**src/rtl/fp_mul_pkg.sv**
```systemverilog
// Shared constants and beat types for the binary32 multiplier back end.
package fp_mul_pkg;

    localparam int MANT_W   = 23;
    localparam int PROD_W   = 48;
    localparam int EXPSUM_W = 9;
    localparam int EXP_W    = 10;
    localparam int EXP_BIAS = 127;
    localparam int EXP_MAX  = 255;

    localparam logic [31:0] QNAN = 32'h7FC0_0000;

    typedef enum logic [1:0] {
        CLS_NORMAL = 2'b00,
        CLS_ZERO   = 2'b01,
        CLS_INF    = 2'b10,
        CLS_NAN    = 2'b11
    } fp_class_e;

    // Normalised beat between stage 1 and stage 2; e is two's complement.
    typedef struct packed {
        logic              sign;
        logic [EXP_W-1:0]  e;
        logic [MANT_W-1:0] keep;
        logic              guard;
        logic              sticky;
        logic              is_nan;
        logic              is_inf;
        logic              is_zero;
    } s1_beat_t;

    typedef struct packed {
        logic [31:0] result;
        logic        overflow;
        logic        underflow;
        logic        exception;
    } s2_beat_t;

endpackage

```
**src/rtl/fp_round_rne.sv**
```systemverilog
// Round-to-nearest-even on a normalised 23-bit fraction; purely combinational.
module fp_round_rne
    import fp_mul_pkg::*;
(
    input  logic [MANT_W-1:0] keep,
    input  logic              guard,
    input  logic              sticky,
    input  logic [EXP_W-1:0]  e,
    input  logic              round_en,
    output logic [MANT_W-1:0] mant,
    output logic [EXP_W-1:0]  e_adj,
    output logic              carry
);

    logic inc;

    assign inc = round_en & guard & (sticky | keep[0]);

    // An all-ones fraction wraps to zero, which is exactly the renormalised mantissa.
    assign {carry, mant} = {1'b0, keep} + {{MANT_W{1'b0}}, inc};
    assign e_adj         = e + {{(EXP_W-1){1'b0}}, carry};

endmodule

```
**src/rtl/fp_mul_round_stage.sv**
```systemverilog
// Two-stage normalise / round / pack back end of the binary32 multiplier,
// with valid/ready flow control so writeback can stall the pipe.
module fp_mul_round_stage
    import fp_mul_pkg::*;
#(
    parameter int XLEN     = 32,
    parameter int EXP_BIAS = fp_mul_pkg::EXP_BIAS,
    parameter bit ROUND_EN = 1'b1
) (
    input  logic                clk,
    input  logic                rst,
    input  logic                in_valid,
    output logic                in_ready,
    input  logic                in_sign,
    input  logic [EXPSUM_W-1:0] in_exp_sum,
    input  logic [PROD_W-1:0]   in_mant_prod,
    input  logic [1:0]          in_a_class,
    input  logic [1:0]          in_b_class,
    output logic                out_valid,
    input  logic                out_ready,
    output logic [XLEN-1:0]     result,
    output logic                overflow,
    output logic                underflow,
    output logic                exception
);

    localparam logic [EXP_W-1:0] BIAS_V = EXP_W'(EXP_BIAS);
    localparam logic [EXP_W-1:0] EMAX_V = EXP_W'(EXP_MAX);

    logic [2:1]        vld_pipe;
    logic              s1_adv, s2_adv;
    logic              norm;
    s1_beat_t          s1_d, s1_q;
    s2_beat_t          s2_d, s2_q;
    logic [MANT_W-1:0] mant_r;
    logic [EXP_W-1:0]  e_adj;
    logic              carry;
    logic              e_le0, e_ovf;

    assign s2_adv   = ~vld_pipe[2] | out_ready;
    assign s1_adv   = ~vld_pipe[1] | s2_adv;
    assign in_ready = s1_adv;

    // Stage 1: align on the product's leading one and split off guard/sticky.
    always_comb begin
        s1_d      = '0;
        norm      = in_mant_prod[PROD_W-1];
        s1_d.sign = in_sign;
        if (norm) begin
            s1_d.keep   = in_mant_prod[46:24];
            s1_d.guard  = in_mant_prod[23];
            s1_d.sticky = |in_mant_prod[22:0];
        end else begin
            s1_d.keep   = in_mant_prod[45:23];
            s1_d.guard  = in_mant_prod[22];
            s1_d.sticky = |in_mant_prod[21:0];
        end
        s1_d.e       = {1'b0, in_exp_sum} - BIAS_V + {{(EXP_W-1){1'b0}}, norm};
        s1_d.is_nan  = (in_a_class == CLS_NAN) || (in_b_class == CLS_NAN) ||
                       (in_a_class == CLS_INF  && in_b_class == CLS_ZERO) ||
                       (in_a_class == CLS_ZERO && in_b_class == CLS_INF);
        s1_d.is_inf  = (in_a_class == CLS_INF)  || (in_b_class == CLS_INF);
        s1_d.is_zero = (in_a_class == CLS_ZERO) || (in_b_class == CLS_ZERO);
    end

    fp_round_rne u_round (
        .keep     (s1_q.keep),
        .guard    (s1_q.guard),
        .sticky   (s1_q.sticky),
        .e        (s1_q.e),
        .round_en (ROUND_EN),
        .mant     (mant_r),
        .e_adj    (e_adj),
        .carry    (carry)
    );

    // Underflow looks at the pre-round exponent; overflow is only evaluated once e > 0.
    assign e_le0 = s1_q.e[EXP_W-1] | (s1_q.e == '0);
    assign e_ovf = (s1_q.e >= EMAX_V) | (carry & (s1_q.e == EMAX_V - 1'b1));

    // Stage 2: special-case priority, then pack. Empty slots carry all-zero flags.
    always_comb begin
        s2_d = '0;
        if (s1_q.is_nan) begin
            s2_d.result    = QNAN;
            s2_d.exception = 1'b1;
        end else if (s1_q.is_inf) begin
            s2_d.result = {s1_q.sign, 8'hFF, 23'h0};
        end else if (s1_q.is_zero) begin
            s2_d.result = {s1_q.sign, 31'h0};
        end else if (e_le0) begin
            s2_d.result    = {s1_q.sign, 31'h0};
            s2_d.underflow = 1'b1;
        end else if (e_ovf) begin
            s2_d.result   = {s1_q.sign, 8'hFF, 23'h0};
            s2_d.overflow = 1'b1;
        end else begin
            s2_d.result = {s1_q.sign, e_adj[7:0], mant_r};
        end
        if (!vld_pipe[1]) s2_d = '0;
    end

    always_ff @(posedge clk or posedge rst) begin
        if (rst) begin
            vld_pipe <= '0;
            s1_q     <= '0;
            s2_q     <= '0;
        end else begin
            if (s1_adv) begin
                vld_pipe[1] <= in_valid;
                s1_q        <= s1_d;
            end
            if (s2_adv) begin
                vld_pipe[2] <= vld_pipe[1];
                s2_q        <= s2_d;
            end
        end
    end

    assign out_valid = vld_pipe[2];
    assign result    = s2_q.result;
    assign overflow  = s2_q.overflow;
    assign underflow = s2_q.underflow;
    assign exception = s2_q.exception;

endmodule

```
**config.mk**
```make
export PLATFORM = sky130hd
export DESIGN_NAME = fp_mul_round_stage
export DESIGN_NICKNAME = d
export VERILOG_FILES = /design/src/rtl/fp_mul_pkg.sv /design/src/rtl/fp_round_rne.sv /design/src/rtl/fp_mul_round_stage.sv
export SDC_FILE = /design/constraint.sdc
export NUM_CORES = 1
export LEC_CHECK = 0
export BUFFER_PORTS_ARGS = -buffer_cell sky130_fd_sc_hd__buf_2
export CAP_MARGIN = 40
export CORE_ASPECT_RATIO = 1.1
export CORE_MARGIN = 1.5
export CORE_UTILIZATION = 23
export DETAILED_ROUTE_END_ITERATION = 7
export PLACE_DENSITY = 0.47
export SKIP_CTS_REPAIR_TIMING = 1
export SLEW_MARGIN = 20
export SYNTH_ARGS = -nofsm -noshare
export SYNTH_HDL_FRONTEND = slang
export SYNTH_SLANG_ARGS = --single-unit
```
**constraint.sdc**
```tcl
create_clock -name clk -period 2.4 [get_ports clk]
set_input_delay 0.36 -clock clk [delete_from_list [all_inputs] [get_ports clk]]
set_output_delay 0.36 -clock clk [all_outputs]
set_load 0.03 [all_outputs]
```
==> metrics <==
status=completed; Synth Area in Adders=1.881%; min cycle time layout=2.200 ns; synth top area cells=dfrtp_1 48%, mux2i_1 6.0%, a21oi_1 4.6%, o21ai_2 4.4%, xnor2_1 4.2%; final setup vio count=0; Die Height=141.1 µm; XOR/XNOR Fraction of Synth Area=7.683%; first-pass detailed-route iteration total=4; Slew headroom=61.82%; share of cells above drive strength 1=33.58%; Die Wd=128.6 µm; Commonest cells post-synth=76 x dfrtp_1, 44 x nor2_1, 41 x nand2_1, 37 x a21oi_1, 24 x mux2i_1; async set-reset flop share out of synthesis=100.0%; via/cell ratio=4.301; top-area cell type share of the netlist area=47.66%; CP delay by family, top=simple AND/OR/NAND/NOR gates; row cnt=50; # DRC=0; Worst-Skew Late Latency=0.33 ns; via count=3299; MaxCap Viol Count=0; area of the die=18150 µm²; Core Area=17020 µm²; Arr. time, crit path=2.41 ns; max-slew violation count=0; area delta synth->final=31.83%; number of buffers and inverters on the critical path=1; Post-synth EDFFs=0; CP cell instances=nand4_1, nor4_1, buf_4, and3_1, ha_1, nand3_2, nor3_2, xor2_1, nor4_1, o21ai_0; Clock Tree Root=clkbuf_16; period utilisation layout=91.66%; Worst-Margin Slew=0.5583 ns; Pleak=0.002488 µW; Clock transition at path regs=0.06 ns; largest net degree at the start of global routing=52; PwrDens=710.6 nW/µm²; Worst Skew=0.005321 ns; diode count=0; Max Fanout on Critical Path=4; Worst EP required=2.61 ns; global placement routability congestion=0.7970; fill count=1823; All-Layer GR Usage=11.79%; initial core utilization=23.45%; Final ANT Viol Nets=0; syn nets=478; YS warnings=0; top-count cell post-synth=dfrtp_1; Setup TNS=0 ns; Sink Count=76; utilization after layout=30.91%; combinational family with the most area after synthesis=simple AND/OR/NAND/NOR gates; vias in the first global route=3352; Non-Filler Instances=767; H-Tree Depth=3; initial antenna violation count=0; Yosys reg bits=76; CP most frequent cell=nor4_1; deepest clock path buffer count=2; Syn Inst Count=406; dpl cells=751; Critical-path top delay cell=dfrtp_1; r2r setup slk=0.20 ns; CP Capture Type=flip-flop; Total Nets Final=600; post-synth top area cell=dfrtp_1; Startpoint Class=flip-flop; Avg WL per Cell=13.34 µm; CTS buffer count=9; first-pass GRT wire length=16510 µm; placed cell areas=4925 µm²; I/O Pins=103; top_reg_cell synth=dfrtp_1; VDD IR-drop max=0.3574 mV; worst hold path class=primary input to asynchronous set/reset pin; max frequency=454.6 MHz; Netlist cell types=47; Synth Area in Simple Gates=17.91%; WS Path Type=flip-flop to flip-flop; CTS tree=yes; grt ovf=0; post-synthesis mux area share=6.585%; Finished Cell Area=5260 µm²; sequential element share of the synthesized area=47.66%; Total Wirelength=10230 µm; reg2reg start=s1_q[22]$_DFFE_PP0P_; syn avg cell area=9.828 µm²; Cell Area, Synth=3990 µm²; Compound-Gate Fraction of Synth Area=14.33%; port buffer count=102; Critical Path Max Stage Delay=0.39 ns; DP HPWL=8356 µm; Hold Fails Final Rpt=0; initial DRC count=167; reg2reg path depth=10; Worst R2R End=result[30]$_DFFE_PP0P_
## logic make-up (layout without fill, tap and decap cells)
| group | count (synthesis) | after routing |
|---|---|---|
| compound gates | 85 | 85 |
| xor+xnor | 35 | 35 |
| fa+ha+maj | 6 | 6 |
| buf+inv | 33 | 160 |
| flops | 76 | 76 |
| mux | 26 | 26 |
| simple gates | 145 | 145 |
## worst register-to-register path, stage by stage, from the launching register on
cell	delay, ns
dfrtp_1	0.39
nand4_1	0.17
nor4_1	0.29
buf_4	0.15
and3_1	0.18
ha_1	0.21
nand3_2	0.11
nor3_2	0.19
xor2_1	0.08
nor4_1	0.18
o21ai_0	0.11
## power by group
part / switching, µW / total, µW / internal [µW]
sequential: 130 / 1550 / 1420
combinational: 458 / 763 / 305
clock: 511 / 1430 / 916
total: 1100 / 3740 / 2640
## sequential cells by signal, indices dropped and copies added, names as in the netlist
| name | count |
|---|---|
| exception | 1 |
| overflow | 1 |
| result | 32 |
| s1_q | 39 |
| underflow | 1 |
| vld_pipe | 2 |
## how the worst max path moves through the flow
stage	to	depth (start not counted)	startpoint	slack, ns
4_1_cts	result[30]$_DFFE_PP0P_	10	s1_q[22]$_DFFE_PP0P_	0.11
5_1_grt	result[29]$_DFFE_PP0P_	11	s1_q[5]$_DFFE_PP0P_	-0.004
2_1_floorplan	exception$_DFFE_PP0P_	1	rst	0.10
3_3_place_gp	result[30]$_DFFE_PP0P_	10	s1_q[22]$_DFFE_PP0P_	0.12
3_5_place_dp	result[30]$_DFFE_PP0P_	10	s1_q[22]$_DFFE_PP0P_	0.12
6_report	result[30]$_DFFE_PP0P_	10	s1_q[22]$_DFFE_PP0P_	0.20
## area by class of cell
type | count | area, µm² | share of cell area, %
clock inverter | 3 | 42.54 | 0.8088
sequential | 76 | 1902 | 36.16
inverter | 15 | 56.30 | 1.070
timing repair buffer | 129 | 738.2 | 14.03
tap | 234 | 292.8 | 5.566
multi-input combinational | 297 | 1948 | 37.04
clock buffer | 13 | 280.3 | 5.328
## through the flow
stage | worst slack (ns) | hold slack [ns] | power (µW)
after global routing | -0.003849 | 0.1353 | 3910
after floorplan | 0.1017 | 0.4684 | 2029
final | 0.2001 | 0.08187 | 3738
after detailed placement | 0.1245 | 0.4553 | 2342
after CTS | 0.1137 | 0.09796 | 3786
after global placement | 0.1222 | 0.4501 | 2328
## per-layer routing
metal | wire (µm) | GRT usage, % | vias to the layer above
met1 | 4703 | 14.89 | 1535
met4 | 204 | 5.263 | 0
met2 | 4801 | 19.44 | 78
met5 | 0 | 0 | -
met3 | 523 | 2.391 | 14
li1 | - | - | 1672
## placed cells by master, fill, tap and decap left out, drive strengths merged, types with 2 or more instances in the layout
| cell | count |
|---|---|
| mux2i | 24 |
| or4 | 2 |
| buf | 129 |
| nor3 | 4 |
| clkbuf | 13 |
| xnor2 | 19 |
| and4 | 4 |
| nor2 | 44 |
| nand4 | 7 |
| o21ai | 30 |
| nand2b | 5 |
| nand3 | 13 |
| a31oi | 2 |
| a21oi | 37 |
| ha | 6 |
| nor4 | 11 |
| mux2 | 2 |
| xor2 | 16 |
| a221o | 3 |
| a211oi | 2 |
| nand2 | 41 |
| inv | 15 |
| and3 | 9 |
| a21o | 2 |
| dfrtp | 76 |
Note: power is estimated with default switching activity, not from simulation.
